`src/rtl/tsn_pkt_dispatch.sv`:
```
// tsn_pkt_dispatch: classifies ingress packets (head/header/body words) and
// replicates each packet onto any subset of NUM_OUT egress channels through a
// two-stage word pipeline, with truncation recovery and packet counters.
module tsn_pkt_dispatch #(
    parameter int unsigned NUM_OUT   = 4,
    parameter logic [15:0] PTP_ETYPE = 16'h88f7,
    parameter int unsigned CNT_W     = 16
) (
    input  logic                clk,
    input  logic                rst_n,
    input  logic                in_data_wr,
    input  logic [133:0]        in_data,
    output logic                in_ready,
    output logic [NUM_OUT-1:0]  out_data_wr,
    output logic [133:0]        out_data,
    output logic [NUM_OUT-1:0]  out_data_valid,
    output logic [NUM_OUT-1:0]  out_data_valid_wr,
    input  logic [NUM_OUT-1:0]  out_alf,
    input  logic [47:0]         device_mac,
    input  logic [NUM_OUT-1:0]  cfg_ucast_mask,
    input  logic [NUM_OUT-1:0]  cfg_bcast_mask,
    input  logic [NUM_OUT-1:0]  cfg_ptp_mask,
    input  logic [NUM_OUT-1:0]  cfg_dflt_mask,
    output logic [CNT_W-1:0]    fwd_cnt,
    output logic [CNT_W-1:0]    drop_cnt
);

    localparam int unsigned WORD_W   = 134;
    localparam logic [1:0]  TAG_HEAD = 2'b01;
    localparam logic [1:0]  TAG_TAIL = 2'b10;

    typedef enum logic [1:0] {HUNT, HDR, FWD, DROP} state_t;

    state_t               state_q, state_d;
    logic [NUM_OUT-1:0]   pkt_mask_q, pkt_mask_d;

    // Pipeline stages: S0 newest, S1 oldest. pend marks a head awaiting its
    // header; eop marks the last word of a packet; bad marks a truncated end.
    logic [WORD_W-1:0]    s0_word_q, s0_word_d, s1_word_q, s1_word_d;
    logic                 s0_vld_q, s0_vld_d, s1_vld_q, s1_vld_d;
    logic [NUM_OUT-1:0]   s0_mask_q, s0_mask_d, s1_mask_q, s1_mask_d;
    logic                 s0_eop_q, s0_eop_d, s1_eop_q, s1_eop_d;
    logic                 s0_pend_q, s0_pend_d, s1_pend_q, s1_pend_d;
    logic                 s1_bad_q, s1_bad_d;

    logic [NUM_OUT-1:0]   out_data_wr_q, out_data_wr_d;
    logic [WORD_W-1:0]    out_data_q, out_data_d;
    logic [NUM_OUT-1:0]   out_valid_q, out_valid_d;
    logic [NUM_OUT-1:0]   out_valid_wr_q, out_valid_wr_d;
    logic [CNT_W-1:0]     fwd_cnt_q, fwd_cnt_d;
    logic [CNT_W-1:0]     drop_cnt_q, drop_cnt_d;

    logic                 is_head, is_tail;
    logic [NUM_OUT-1:0]   cls_mask;
    logic                 classify, kill, trunc, drop_inc;
    logic                 in_vld, in_eop, in_pend;
    logic [NUM_OUT-1:0]   in_mask;
    logic [NUM_OUT-1:0]   m0, m1;
    logic                 p0, p1, drain, shift;

    assign is_head  = (in_data[133:132] == TAG_HEAD);
    assign is_tail  = (in_data[133:132] == TAG_TAIL);
    assign in_ready = ~|out_alf;

    assign out_data_wr       = out_data_wr_q;
    assign out_data          = out_data_q;
    assign out_data_valid    = out_valid_q;
    assign out_data_valid_wr = out_valid_wr_q;
    assign fwd_cnt           = fwd_cnt_q;
    assign drop_cnt          = drop_cnt_q;

    // Header classification: ucast > bcast > ptp > default.
    always_comb begin
        cls_mask = cfg_dflt_mask;
        if (in_data[31:16] == PTP_ETYPE) begin
            if (in_data[127:80] == device_mac &&
                (in_data[15:0] == 16'h0301 || in_data[15:0] == 16'h0401)) begin
                cls_mask = cfg_ucast_mask;
            end else if (in_data[127:80] == 48'hffff_ffff_ffff) begin
                cls_mask = cfg_bcast_mask;
            end else begin
                cls_mask = cfg_ptp_mask;
            end
        end
    end

    // Packet FSM: decides what the accepted word becomes in S0 and which events fire.
    always_comb begin
        state_d    = state_q;
        pkt_mask_d = pkt_mask_q;
        classify   = 1'b0;
        kill       = 1'b0;
        trunc      = 1'b0;
        drop_inc   = 1'b0;
        in_vld     = 1'b0;
        in_mask    = '0;
        in_eop     = 1'b0;
        in_pend    = 1'b0;
        if (in_data_wr) begin
            case (state_q)
                HUNT: begin
                    if (is_head) begin
                        in_vld  = 1'b1;
                        in_pend = 1'b1;
                        state_d = HDR;
                    end
                end
                HDR: begin
                    if (is_head) begin
                        kill     = 1'b1;
                        drop_inc = 1'b1;
                        in_vld   = 1'b1;
                        in_pend  = 1'b1;
                    end else begin
                        classify   = 1'b1;
                        pkt_mask_d = cls_mask;
                        in_vld     = 1'b1;
                        in_mask    = cls_mask;
                        in_eop     = is_tail;
                        drop_inc   = (cls_mask == '0);
                        if (is_tail)              state_d = HUNT;
                        else if (cls_mask != '0)  state_d = FWD;
                        else                      state_d = DROP;
                    end
                end
                FWD: begin
                    if (is_head) begin
                        trunc    = 1'b1;
                        drop_inc = 1'b1;
                        in_vld   = 1'b1;
                        in_pend  = 1'b1;
                        state_d  = HDR;
                    end else begin
                        in_vld  = 1'b1;
                        in_mask = pkt_mask_q;
                        in_eop  = is_tail;
                        if (is_tail) state_d = HUNT;
                    end
                end
                DROP: begin
                    if (is_head) begin
                        in_vld  = 1'b1;
                        in_pend = 1'b1;
                        state_d = HDR;
                    end else if (is_tail) begin
                        state_d = HUNT;
                    end
                end
                default: state_d = HUNT;
            endcase
        end
    end

    // Pipeline shift, egress strobes and counters.
    always_comb begin
        m0    = (classify && s0_pend_q) ? cls_mask : s0_mask_q;
        m1    = (classify && s1_pend_q) ? cls_mask : s1_mask_q;
        p0    = s0_pend_q && !classify && !kill;
        p1    = s1_pend_q && !classify && !kill;
        drain = (s0_vld_q && s0_eop_q) || (s1_vld_q && s1_eop_q);
        shift = in_data_wr || drain;

        s0_word_d = s0_word_q;  s0_vld_d = s0_vld_q;  s0_mask_d = m0;
        s0_eop_d  = s0_eop_q;   s0_pend_d = p0;
        s1_word_d = s1_word_q;  s1_vld_d = s1_vld_q;  s1_mask_d = m1;
        s1_eop_d  = s1_eop_q;   s1_pend_d = p1;       s1_bad_d  = s1_bad_q;

        out_data_d     = out_data_q;
        out_data_wr_d  = '0;
        out_valid_d    = '0;
        out_valid_wr_d = '0;
        fwd_cnt_d      = fwd_cnt_q;
        drop_cnt_d     = drop_cnt_q;

        if (drop_inc && drop_cnt_q != '1) drop_cnt_d = drop_cnt_q + CNT_W'(1);

        if (shift) begin
            s1_word_d = s0_word_q;
            s1_vld_d  = s0_vld_q;
            s1_mask_d = m0;
            s1_eop_d  = s0_eop_q || (trunc && s0_vld_q);
            s1_bad_d  = trunc && s0_vld_q;
            s1_pend_d = p0;
            s0_word_d = in_data;
            s0_vld_d  = in_vld;
            s0_mask_d = in_mask;
            s0_eop_d  = in_eop;
            s0_pend_d = in_pend;
            if (s1_vld_q) begin
                out_data_wr_d = m1;
                if (m1 != '0) out_data_d = s1_word_q;
                if (s1_eop_q) begin
                    out_valid_wr_d = m1;
                    out_valid_d    = s1_bad_q ? '0 : m1;
                    if (m1 != '0 && !s1_bad_q) fwd_cnt_d = fwd_cnt_q + CNT_W'(1);
                end
            end
        end
    end

    // State and datapath registers with synchronous active-low reset.
    always_ff @(posedge clk) begin
        if (!rst_n) begin
            state_q        <= HUNT;
            pkt_mask_q     <= '0;
            s0_word_q      <= '0;  s0_vld_q <= 1'b0;  s0_mask_q <= '0;
            s0_eop_q       <= 1'b0; s0_pend_q <= 1'b0;
            s1_word_q      <= '0;  s1_vld_q <= 1'b0;  s1_mask_q <= '0;
            s1_eop_q       <= 1'b0; s1_pend_q <= 1'b0; s1_bad_q <= 1'b0;
            out_data_q     <= '0;
            out_data_wr_q  <= '0;
            out_valid_q    <= '0;
            out_valid_wr_q <= '0;
            fwd_cnt_q      <= '0;
            drop_cnt_q     <= '0;
        end else begin
            state_q        <= state_d;
            pkt_mask_q     <= pkt_mask_d;
            s0_word_q      <= s0_word_d; s0_vld_q <= s0_vld_d; s0_mask_q <= s0_mask_d;
            s0_eop_q       <= s0_eop_d;  s0_pend_q <= s0_pend_d;
            s1_word_q      <= s1_word_d; s1_vld_q <= s1_vld_d; s1_mask_q <= s1_mask_d;
            s1_eop_q       <= s1_eop_d;  s1_pend_q <= s1_pend_d; s1_bad_q <= s1_bad_d;
            out_data_q     <= out_data_d;
            out_data_wr_q  <= out_data_wr_d;
            out_valid_q    <= out_valid_d;
            out_valid_wr_q <= out_valid_wr_d;
            fwd_cnt_q      <= fwd_cnt_d;
            drop_cnt_q     <= drop_cnt_d;
        end
    end

endmodule
```
`config.mk`:
```
export PLATFORM = sky130hd
export DESIGN_NAME = tsn_pkt_dispatch
export DESIGN_NICKNAME = d
export VERILOG_FILES = /design/src/rtl/tsn_pkt_dispatch.sv
export SDC_FILE = /design/constraint.sdc
export NUM_CORES = 1
export LEC_CHECK = 0
export CAP_MARGIN = 20
export CORE_MARGIN = 2
export CORE_UTILIZATION = 40
export CTS_BUF_LIST = sky130_fd_sc_hd__clkbuf_4
export DETAILED_ROUTE_END_ITERATION = 6
export GPL_ROUTABILITY_DRIVEN = 0
export PLACE_DENSITY = 0.66
export RECOVER_POWER = 25
export SLEW_MARGIN = 10
export SYNTH_ARGS = -nofsm -noshare
export SYNTH_HDL_FRONTEND = slang
export SYNTH_SLANG_ARGS = --single-unit
```
`constraint.sdc`:
```
create_clock -name clk -period 6.55 [get_ports clk]
set_input_delay 0.655 -clock clk [delete_from_list [all_inputs] [get_ports clk]]
set_output_delay 0.655 -clock clk [all_outputs]
set_load 0.1 [all_outputs]
```
# After elaboration in Yosys (flattened, before gate mapping)
# Index checks and enable logic that the tools add are counted.
[classes] n_addsub=2 eq_ne=14 muxes=38 n_bitwise=5 reduce_logical=36
[ops] op="48-bit equality test" count=1
[ops] op="48-bit equality test, second input constant" count=1
[ops] op="4-bit 2-to-1 mux" count=10
[ops] op="16-bit by 1-bit adder with 16-bit output, second input constant" count=2
[ops] op="1-bit 2-to-1 mux" count=19
[ops] op="16-bit by 10-bit equality test with 1-bit output, second input constant" count=1
[ops] op="16-bit by 11-bit equality test with 1-bit output, second input constant" count=1
[ops] op="16-bit equality test, second input constant" count=1
[ops] op="16-bit inequality test, second input constant" count=1
[ops] op="1-bit logical AND" count=12
[ops] op="4-bit AND reduction" count=3
[ops] op="2-bit 2-to-1 mux" count=5
[ops] op="3-bit AND reduction" count=3
[ops] op="4-bit one-hot mux with 2 select lines" count=1
[ops] op="4-bit nonzero test" count=2
[ops] op="4-bit OR reduction" count=2
[ops] op="2-bit equality test, second input constant" count=3
[ops] op="2-bit one-hot mux with 3 select lines" count=1
[ops] op="2-bit OR reduction" count=3
[ops] op="1-bit inverter" count=5
[ops] op="5-bit OR reduction" count=1
[ops] op="2-bit by 1-bit equality test with 1-bit output, second input constant" count=2
[ops] op="1-bit zero test" count=4
[ops] op="4-bit zero test" count=1
[ops] op="other kinds (5)" count=10
[word_totals] register_bits=467 in_bits=205 word_cells=114

# Logic depth before layout (Yosys ltp)
# Gate-level depths: netlist of the first run.
[logic_depth] depth_word=10 mapped_depth=16 mapped_depth_nobuf=11

# Worst setup path before layout of the first run
# No wires, ideal clock.
[synth_timing] kind="in2out" from="input port out_alf[0]" to="output port in_ready" arrival_time_ns=3.614 setup_slack_ns=2.281 path_stages=1 path_buffers=0 path_cell_list="nor4_1"
[synth_via] elab_chain_cells=2
[synth_rtl] item="start: declaration" line="18" source="input logic [NUM_OUT-1:0] out_alf,"
[synth_rtl] item="4-bit OR reduction" line="63" source="assign in_ready = ~|out_alf;"
[synth_rtl] item="1-bit zero test" line="63"
[synth_rtl] item="end: declaration" line="13" source="output logic in_ready,"
# No other way between the ends.

# Final worst setup path of the first run
[layout_timing] from="input port rst_n" to="register state_q[0]"
[layout_rtl] item="start: declaration" line="10" source="input logic rst_n,"
[layout_rtl] item="end signal: assignment" line="217" source="state_q <= state_d;"
[layout_rtl] item="end: declaration" line="34" source="state_t state_q, state_d;"
# No word-level cell between the ends.

==> flow_metrics.tcl, run 1 <==
set metrics [dict create \
    status "finished, violations left" \
    violations "capacitance limit, slew limit" \
    grt_pass1_wl_mm 81.13 \
    async_flop_share_pct 0 \
    clock_tree.buffer_depth 3 \
    synth.distinct_cells 55 \
    syn_nets 2434 \
    hp-class "input pin to flip-flop" \
    cts_setup_buffers 0 \
    layout_common_cells "nand2_1, dfxtp_1, a21oi_1" \
    die_height_um 213.2 \
    grt_antenna_before_repair 5 \
    drt_wl_total_mm 52.10 \
    cts-hold-fix-buffers 0 \
    ys_seq_area_share_pct 53.38 \
    cts_tree "done" \
    synth_edf_count 0 \
    rows 76 \
    dp_hpwl_mm 34.75 \
    avgSynthCellArea_um2 7.878 \
    grt_max_degree 191 \
    finalClockSkew_ps 41.54 \
    area_growth_pct 32.85 \
    setup_tns_ps 0 \
    hold_viol 0 \
    drive_gt1_share_pct 8.577 \
    yosys_warnings 0 \
    coreArea_mm2 0.04317 \
    slew_headroom_pct -107.2 \
    setup_viol_count_final 0 \
    syn-cell-area_mm2 0.01751 \
    synth_area_leader_cell "dfxtp_1" \
    synthCells 2223 \
    wl_per_cell_um 15.97 \
    cts_sinks 467 \
    rsz0062_at_grt "false" \
    final_common_cell "nand2_1" \
    final_util_pct 53.89 \
    worst_pin_slew_ps 3108 \
    cp_max_fo 190 \
    path_class "input pin to flip-flop" \
    synth_flop_cell "dfxtp_1" \
    ant_nets 0 \
    irDropWorstVdd_mv 0.1182 \
    grt_pass1_vias 15710 \
    grt_use_total_pct 22.49 \
    postCtsResizedCells 0 \
    vias 16380 \
    crit_path_end_kind "flip-flop" \
    min_period_ps 5016 \
    dieArea_mm2 0.04547 \
    drt_iter0_drc 1036 \
    overflow 0 \
    powerDensity_mw_per_mm2 254.2 \
    num-nets-final 2802 \
    fin_total_pwr_mw 5.914 \
    io_pins 384 \
    clk_pin_slew_ps 70 \
    period_share_pct 76.59 \
    drc 0 \
    required_ps 7270 \
    startpoint_type "input pin" \
    initial_core_util_pct 40.57 \
    leakage_nw 8.061 \
    synth-seq-cells 467 \
    fmax_mhz 199.3 \
    arrival_ps 5740 \
    synth_top_area_share_pct 53.38 \
    dr.pass1.iters 7 \
    root_buffer "clkbuf_4" \
    clock_latency_ps 850 \
    port_buffers 383 \
    maxSlewViolCount 236 \
    cap_violations 2 \
    synth_area_leaders "dfxtp_1, nand2_1, a21oi_1, clkbuf_1, xnor2_1" \
    htreeDepth 3 \
    numCtsBuffers 120 \
    fp.dieW_um 213.2 \
    vias_per_cell 5.021 \
]
[path summary, 6_finish.rpt]
kind | startpoint | end | slack [ps] | cells after the start
max | rst_n | state_q[0]$_SDFFE_PN0P_ | 1530 | 4
min reg2reg | s1_word_q[6]$_SDFFE_PN0N_ | out_data[6]$_SDFFE_PN0P_ | 430 | 2
min | in_data[35] | s0_word_q[35]$_SDFFE_PN0N_ | 370 | 3
max reg2reg | state_q[1]$_SDFFE_PN0P_ | out_data[4]$_SDFFE_PN0P_ | 2580 | 12
[report_power, final]
| group | total [mW] | switching [mW] | internal [mW] |
|---|---|---|---|
| combinational | 0.435 | 0.238 | 0.197 |
| clock | 2.52 | 1.12 | 1.40 |
| sequential | 2.96 | 0.0385 | 2.92 |
| total | 5.91 | 1.40 | 4.52 |
[kinds of logic after synthesis]
group | synth area share, %
flip-flops | 53.38
multiplexers | 1.307
buffers and inverters | 3.629
AND/OR/NAND/NOR | 24.36
adder cells (fa/ha/maj) | 0.4287
AO/OA/AOI/OAI | 14.40
XOR/XNOR | 2.501
[cells in the mapped netlist, types with 2 or more instances]
library cell,instances
nand2_1,839
nor4_1,12
or4_1,10
o31a_1,2
and3_1,6
ha_1,6
a21oi_1,426
o21ai_1,2
o21a_1,2
mux2i_1,9
a22oi_1,5
nand2b_1,12
nand4b_1,2
dfxtp_1,467
o22a_1,4
o2111ai_1,2
mux2_2,11
nor3_1,9
buf_2,7
nor2b_1,3
and2_1,6
nor4_2,5
o21ai_0,11
or2_2,2
nand4_1,32
nor3b_1,2
buf_1,4
xor2_1,8
clkbuf_1,139
or3_1,7
nand3_1,20
inv_1,13
nor2_1,62
o31ai_1,10
xnor2_1,42
o221ai_1,5
[through the flow]
| step | hold slack [ps] | cell area (um^2) | instances | setup slack [ps] |
|---|---|---|---|---|
| finish | 369.9 | 23270 | 3262 | 1534 |
| global route | 275.6 | 23270 | 3262 | 1154 |
| CTS | 255.6 | 23230 | 3254 | 2224 |
| detailed placement | 443.2 | 21690 | 3053 | 1313 |
| global placement | 435.5 | 21690 | 3053 | 1310 |
| floorplan | 423.7 | 17510 | 2223 | 2281 |
[layout make-up]
class	count	area, um^2
Fill cell	4179	19910
Inverter	14	56.30
Clock inverter	19	177.7
Sequential cell	467	9349
Clock buffer	182	1366
Multi-Input combinational cell	1591	7548
Tap cell	585	732.0
Antenna cell	7	17.52
Timing Repair Buffer	397	4019
[registers in the layout, summed over array words and instances (netlist names)]
signal and cells:
s1_mask_q 4, s0_mask_q 4, s1_word_q 134, out_data_wr 4
drop_cnt 16, s0_word_q 134, fwd_cnt 16, out_data_valid 4
s0_pend_q 1, state_q 2, s0_eop_q 1, s1_eop_q 1
s1_bad_q 1, s1_pend_q 1, out_data 134, s1_vld_q 1
s0_vld_q 1, pkt_mask_q 4, out_data_valid_wr 4
[layer usage]
layer  routed length (um)  track usage [%]  vias to the layer above
met5                    0                0                        -
met4                 1763            10.32                        0
met3                 3542            6.692                      115
met2                24480            36.00                      501
met1                22320            27.88                     7621
li1                     -                -                     8143
[worst max-delay path, stage by stage]
cell and delay, ps:
dlygate4sd3_1 970, clkinvlp_4 2460, buf_4 1200, a211oi_1 240
(Power assumes the default switching activity.)
==> run 2: changes to the inputs <==
--- a/config.mk
+++ b/config.mk
@@ -11,7 +11,7 @@
 export CTS_BUF_LIST = sky130_fd_sc_hd__clkbuf_4
 export DETAILED_ROUTE_END_ITERATION = 6
 export GPL_ROUTABILITY_DRIVEN = 0
-export PLACE_DENSITY = 0.66
+export PLACE_DENSITY = 0.68
 export RECOVER_POWER = 25
 export SLEW_MARGIN = 10
 export SYNTH_ARGS = -nofsm -noshare
==> constraint.sdc (replaced) <==
create_clock -name clk -period 4.1 [get_ports clk]
set_input_delay 0.41 -clock clk [delete_from_list [all_inputs] [get_ports clk]]
set_output_delay 0.41 -clock clk [all_outputs]
set_load 0.1 [all_outputs]
==> run 2 against run 1 <==
The flow still finishes with violations (capacitance limit, slew limit). Clock-buffer cell count shrank 11. Sequential power grew 59%. Worst setup slack lost 1000 ps. Global-route usage grew 0.36 points. Sequential share of layout area shrank 0.78 points. Clock power grew 56%. Largest power group unchanged. Total power grew 58%. Hold slack lost 230 ps. Clock skew grew 3.3 ps.
==> flow_metrics.tcl, run 2 (same netlist as run 1, synthesis figures left out) <==
set metrics [dict create \
    cap_violations 2 \
    final.setup.worst_slack_ps 504.6 \
    drt_wl_total_mm 53.04 \
    htreeDepth 3 \
    layout_common_cells "nand2_1, dfxtp_1, a21oi_1" \
    port_buffers 383 \
    irDropWorstVdd_mv 0.1988 \
    powerDensity_mw_per_mm2 394.8 \
    rsz0062_at_grt "false" \
    rows 76 \
    clk_pin_slew_ps 60 \
    die_height_um 213.2 \
    ant_nets 0 \
    grt_pass1_vias 15990 \
    io_pins 384 \
    hold_slack_ps 135.3 \
    status "finished, violations left" \
    grt_antenna_before_repair 6 \
    initial_core_util_pct 40.57 \
    cts-hold-fix-buffers 0 \
    cts_tree "done" \
    crit_path_end_kind "flip-flop" \
    violations "capacitance limit, slew limit" \
    num-nets-final 2858 \
    cp_cell_sequence "dlygate4sd3_1 > clkinvlp_4 > buf_4 > a21oi_1" \
    fp.dieW_um 213.2 \
    critical_path_buf_inv_count 3 \
    clock_latency_ps 850 \
    dieArea_mm2 0.04547 \
    cts_setup_buffers 0 \
    period_share_pct 87.69 \
    finalClockSkew_ps 44.79 \
    worst_pin_slew_ps 2157 \
    arrival_ps 4340 \
    preCtsSetupSlack_ps -260.6 \
    coreArea_mm2 0.04317 \
    dr.pass1.iters 5 \
    final_util_pct 54.95 \
    vias 16630 \
    cp_max_fo 118 \
    hp-class "input pin to flip-flop" \
    min_period_ps 3595 \
    fillers 4097 \
    numCtsBuffers 121 \
    dp_cells 3109 \
    drt_iter0_drc 1057 \
    reg2reg_slack_ps 540 \
    grt_pass1_wl_mm 82.61 \
    slew_headroom_pct -44.15 \
    wl_per_cell_um 15.94 \
    maxSlewViolCount 171 \
    required_ps 4850 \
    clock_tree.buffer_depth 3 \
    grt_use_total_pct 22.85 \
    setup_viol_count_final 0 \
    postCtsResizedCells 0 \
    leakage_nw 8.326 \
    max_stage_delay_ps 1740 \
    drive_gt1_share_pct 10.19 \
    final_common_cell "nand2_1" \
    root_buffer "clkbuf_4" \
    vias_per_cell 4.996 \
    stdcell_count 3328 \
    cts_sinks 467 \
    path_class "input pin to flip-flop" \
    drc 0 \
    startpoint_type "input pin" \
    crit_slowest_cell "clkinvlp_4" \
    dp_hpwl_mm 36.25 \
    area_growth_pct 35.46 \
    hold_viol 0 \
    grt_max_degree 177 \
    overflow 0 \
    cp_top_family "buffers and inverters" \
    fmax_mhz 278.1 \
]
-- run 2: metal layers --
layer | GRT usage [%] | part of all wire, % | up-vias
li1 | - | - | 8253
met1 | 28.18 | 42 | 7771
met2 | 37.27 | 48 | 509
met3 | 6.339 | 6.8 | 90
met4 | 10.13 | 3.0 | 4
met5 | 0 | 0.047 | -
-- run 2: layout make-up --
class | instances | area, um^2 | share of cell area (%)
inverters | 14 | 56.30 | 0.2373
flip-flops and latches | 467 | 9349 | 39.41
clock inverters | 44 | 231.5 | 0.9757
repair buffers | 452 | 4513 | 19.02
well taps | 585 | 732.0 | 3.085
multi-input cells | 1591 | 7548 | 31.82
diodes | 4 | 10.01 | 0.04219
clock buffers | 171 | 1284 | 5.411
-- run 2: final timing paths --
check,startpoint,cells after the start,to
worst max register to register,s1_vld_q$_SDFFE_PN0N_,5,s0_word_q[11]$_SDFFE_PN0N_
worst min-delay path,in_data[33],3,s0_word_q[33]$_SDFFE_PN0N_
worst min register to register,s1_word_q[7]$_SDFFE_PN0N_,2,out_data[7]$_SDFFE_PN0P_
worst max-delay path,rst_n,4,out_data[98]$_SDFFE_PN0P_
-- run 2: worst min-delay path: cells and delay by family --
kind	cells	cell delay, ps
AOI/OAI and AO/OA	1	50
buffers and inverters	1	390
and+or+nand+nor	1	60
-- run 2: report_power, final --
part | total (mW) | switching [mW] | internal, mW
combinational | 0.727 | 0.388 | 0.339
clock | 3.92 | 1.88 | 2.04
sequential | 4.72 | 0.0614 | 4.66
total | 9.37 | 2.33 | 7.04
-- run 2: per-stage QoR --
stage / total power [mW] / setup TNS (ps) / instance area, um^2
detailed placement: 5.548 / -3220 / 22250
finish: 9.365 / 0 / 23720
floorplan: 5.160 / 0 / 17510
global placement: 5.532 / -2579 / 22250
CTS: 9.511 / 0 / 23760
global route: 9.822 / 0 / 23720
==> run 3: changes to the inputs <==
--- a/config.mk
+++ b/config.mk
@@ -8,7 +8,7 @@
 export CAP_MARGIN = 20
 export CORE_MARGIN = 2
 export CORE_UTILIZATION = 40
-export CTS_BUF_LIST = sky130_fd_sc_hd__clkbuf_4
+export CTS_BUF_LIST = sky130_fd_sc_hd__clkbuf_2 sky130_fd_sc_hd__clkbuf_4 sky130_fd_sc_hd__clkbuf_8
 export DETAILED_ROUTE_END_ITERATION = 6
 export GPL_ROUTABILITY_DRIVEN = 0
 export PLACE_DENSITY = 0.68
==> run 3 against run 2 <==
The run still ends with capacitance limit, slew limit left. Die area is the same. Global-route usage down 0.16 points. Largest cell class unchanged. Flip-flop and latch count unchanged.
==> flow_metrics.tcl, run 3 (same netlist as run 1, synthesis figures left out) <==
set metrics [dict create \
    leakage_nw 8.356 \
    critical_path_buf_inv_count 3 \
    swShare_pct 23.30 \
    clock_latency_ps 630 \
    rows 76 \
    vias 16320 \
    clk_pin_slew_ps 50 \
    root_buffer "clkbuf_8" \
    r2r-end "out_data[25]$_SDFFE_PN0P_" \
    cp-endpoint "s0_word_q[74]$_SDFFE_PN0N_" \
    drc 0 \
    max_stage_delay_ps 1820 \
    grt_use_total_pct 22.69 \
    dr.pass1.iters 5 \
    path_class "input pin to flip-flop" \
    maxSlewViolCount 168 \
    grt_max_degree 177 \
    drt_wl_total_mm 52.75 \
    grt_antenna_before_repair 5 \
    fillers 4015 \
    required_ps 4640 \
    grt_pass1_vias 15660 \
    final_common_cell "nand2_1" \
    final.setup.worst_slack_ps 308.5 \
    overflow 0 \
    fin_total_pwr_mw 9.885 \
    arrival_ps 4330 \
    layout_common_cells "nand2_1, dfxtp_1, a21oi_1" \
    area_growth_pct 36.87 \
    clockPowerShare_pct 44.8 \
    clock_tree.buffer_depth 3 \
    cp_top_family "buffers and inverters" \
    seqPwrFrac_pct 47.8 \
    violations "capacitance limit, slew limit" \
    reg2reg_depth 13 \
    cap_violations 2 \
    crit_path_end_kind "flip-flop" \
    postCtsResizedCells 0 \
    worstSetupStartpoint "rst_n" \
    min_period_ps 3792 \
    die_height_um 213.2 \
    final_util_pct 55.52 \
    fp.dieW_um 213.2 \
    io_pins 384 \
    cts_setup_buffers 0 \
    slew_headroom_pct -42.62 \
    dp_hpwl_mm 36.25 \
    vias_per_cell 5.015 \
    cts_sinks 467 \
    crit_slowest_cell "clkinvlp_4" \
    preCtsSetupSlack_ps -260.6 \
    cp_max_fo 118 \
    cts_tree "done" \
    dieArea_mm2 0.04547 \
    period_share_pct 92.48 \
    num-nets-final 2816 \
    port_buffers 383 \
    reg2reg_from "state_q[1]$_SDFFE_PN0P_" \
    switchingPower_mw 2.303 \
    reg2reg_slack_ps 610 \
    coreArea_mm2 0.04317 \
    fmax_mhz 263.7 \
    irDropWorstVdd_mv 0.2367 \
    cts-hold-fix-buffers 0 \
    cp_cell_sequence "dlygate4sd3_1 > clkinvlp_4 > buf_12 > a21oi_1" \
    p_int_mw 7.582 \
    setup_tns_ps 0 \
    hold_viol 0 \
    htreeDepth 3 \
    rsz0062_at_grt "false" \
    wl_per_cell_um 16.21 \
    drive_gt1_share_pct 8.924 \
    finalClockSkew_ps 21.66 \
    drt_iter0_drc 1163 \
    status "finished, violations left" \
    worstSetupPathDepth 4 \
    numCtsBuffers 79 \
    ant_nets 0 \
    p_comb_share_pct 7.4 \
    setup_viol_count_final 0 \
    worst_pin_slew_ps 2134 \
    powerDensity_mw_per_mm2 412.4 \
    initial_core_util_pct 40.57 \
    grt_pass1_wl_mm 82.25 \
    hp-class "input pin to flip-flop" \
    startpoint_type "input pin" \
]
run 3: changes by cell type in the layout (fill, tap and decap cells not counted):
cell | before | now
buf_12 | 13 | 16
buf_6 | 2 | 0
bufinv_16 | 2 | 1
clkbuf_2 | 1 | 0
clkbuf_4 | 171 | 23
clkbuf_8 | 0 | 106
clkinv_1 | 31 | 0
clkinv_2 | 8 | 10
clkinvlp_4 | 2 | 4
diode_2 | 4 | 2
inv_2 | 2 | 0
run 3: worst min-delay path by stage:
stage                                     startpoint                         end  slack (ps)  depth (start not counted)
final                                    in_data[33]  s0_word_q[33]$_SDFFE_PN0N_         350                          3
after global routing                     in_data[54]  s0_word_q[54]$_SDFFE_PN0N_         300                          3
after CTS                                in_data[54]  s0_word_q[54]$_SDFFE_PN0N_         290                          3
after detailed placement  s1_word_q[75]$_SDFFE_PN0N_   out_data[75]$_SDFFE_PN0P_         440                          2
after global placement          s1_pend_q$_SDFF_PN0_        s1_pend_q$_SDFF_PN0_         430                          2
after floorplan                 s1_pend_q$_SDFF_PN0_        s1_pend_q$_SDFF_PN0_         420                          2
run 3: power by group through the flow:
stage	registers (mW)	clock network [mW]	logic, mW
floorplan	4.81	0	0.353
global placement	4.82	0	0.715
detailed placement	4.82	0	0.727
CTS	4.72	4.57	0.731
global route	4.74	4.76	0.797
finish	4.73	4.43	0.732
run 3: area by class of cell:
class	instances	area, um^2	share of cell area, %
Sequential cell	467	9349	39.00
Multi-Input combinational cell	1591	7548	31.49
Timing Repair Buffer	452	4546	18.96
Clock buffer	129	1632	6.807
Tap cell	585	732.0	3.054
Clock inverter	14	102.6	0.4280
Inverter	14	56.30	0.2349
Antenna cell	2	5.005	0.02088
run 3: stage by stage:
stage	hold WS (ps)	cell area, um^2	cells
after detailed placement	441.1	22250	3109
after CTS	293.2	23980	3252
after global placement	432.3	22250	3109
final	347.5	23970	3254
after floorplan	423.7	17510	2223
after global routing	303.0	23970	3253
run 3: metal layers:
layer	track usage, %	wire, um
met5	0	48
met2	37.09	25120
met1	28.56	22380
met4	8.357	1604
met3	6.324	3596
run 3: worst reg2reg max path: cells and delay by family (launching register included):
family	cells	cell delay, ps
and+or+nand+nor	7	1640
AOI/OAI and AO/OA	2	480
buffers and inverters	3	440
adders and majority gates	1	370
DFF	1	340
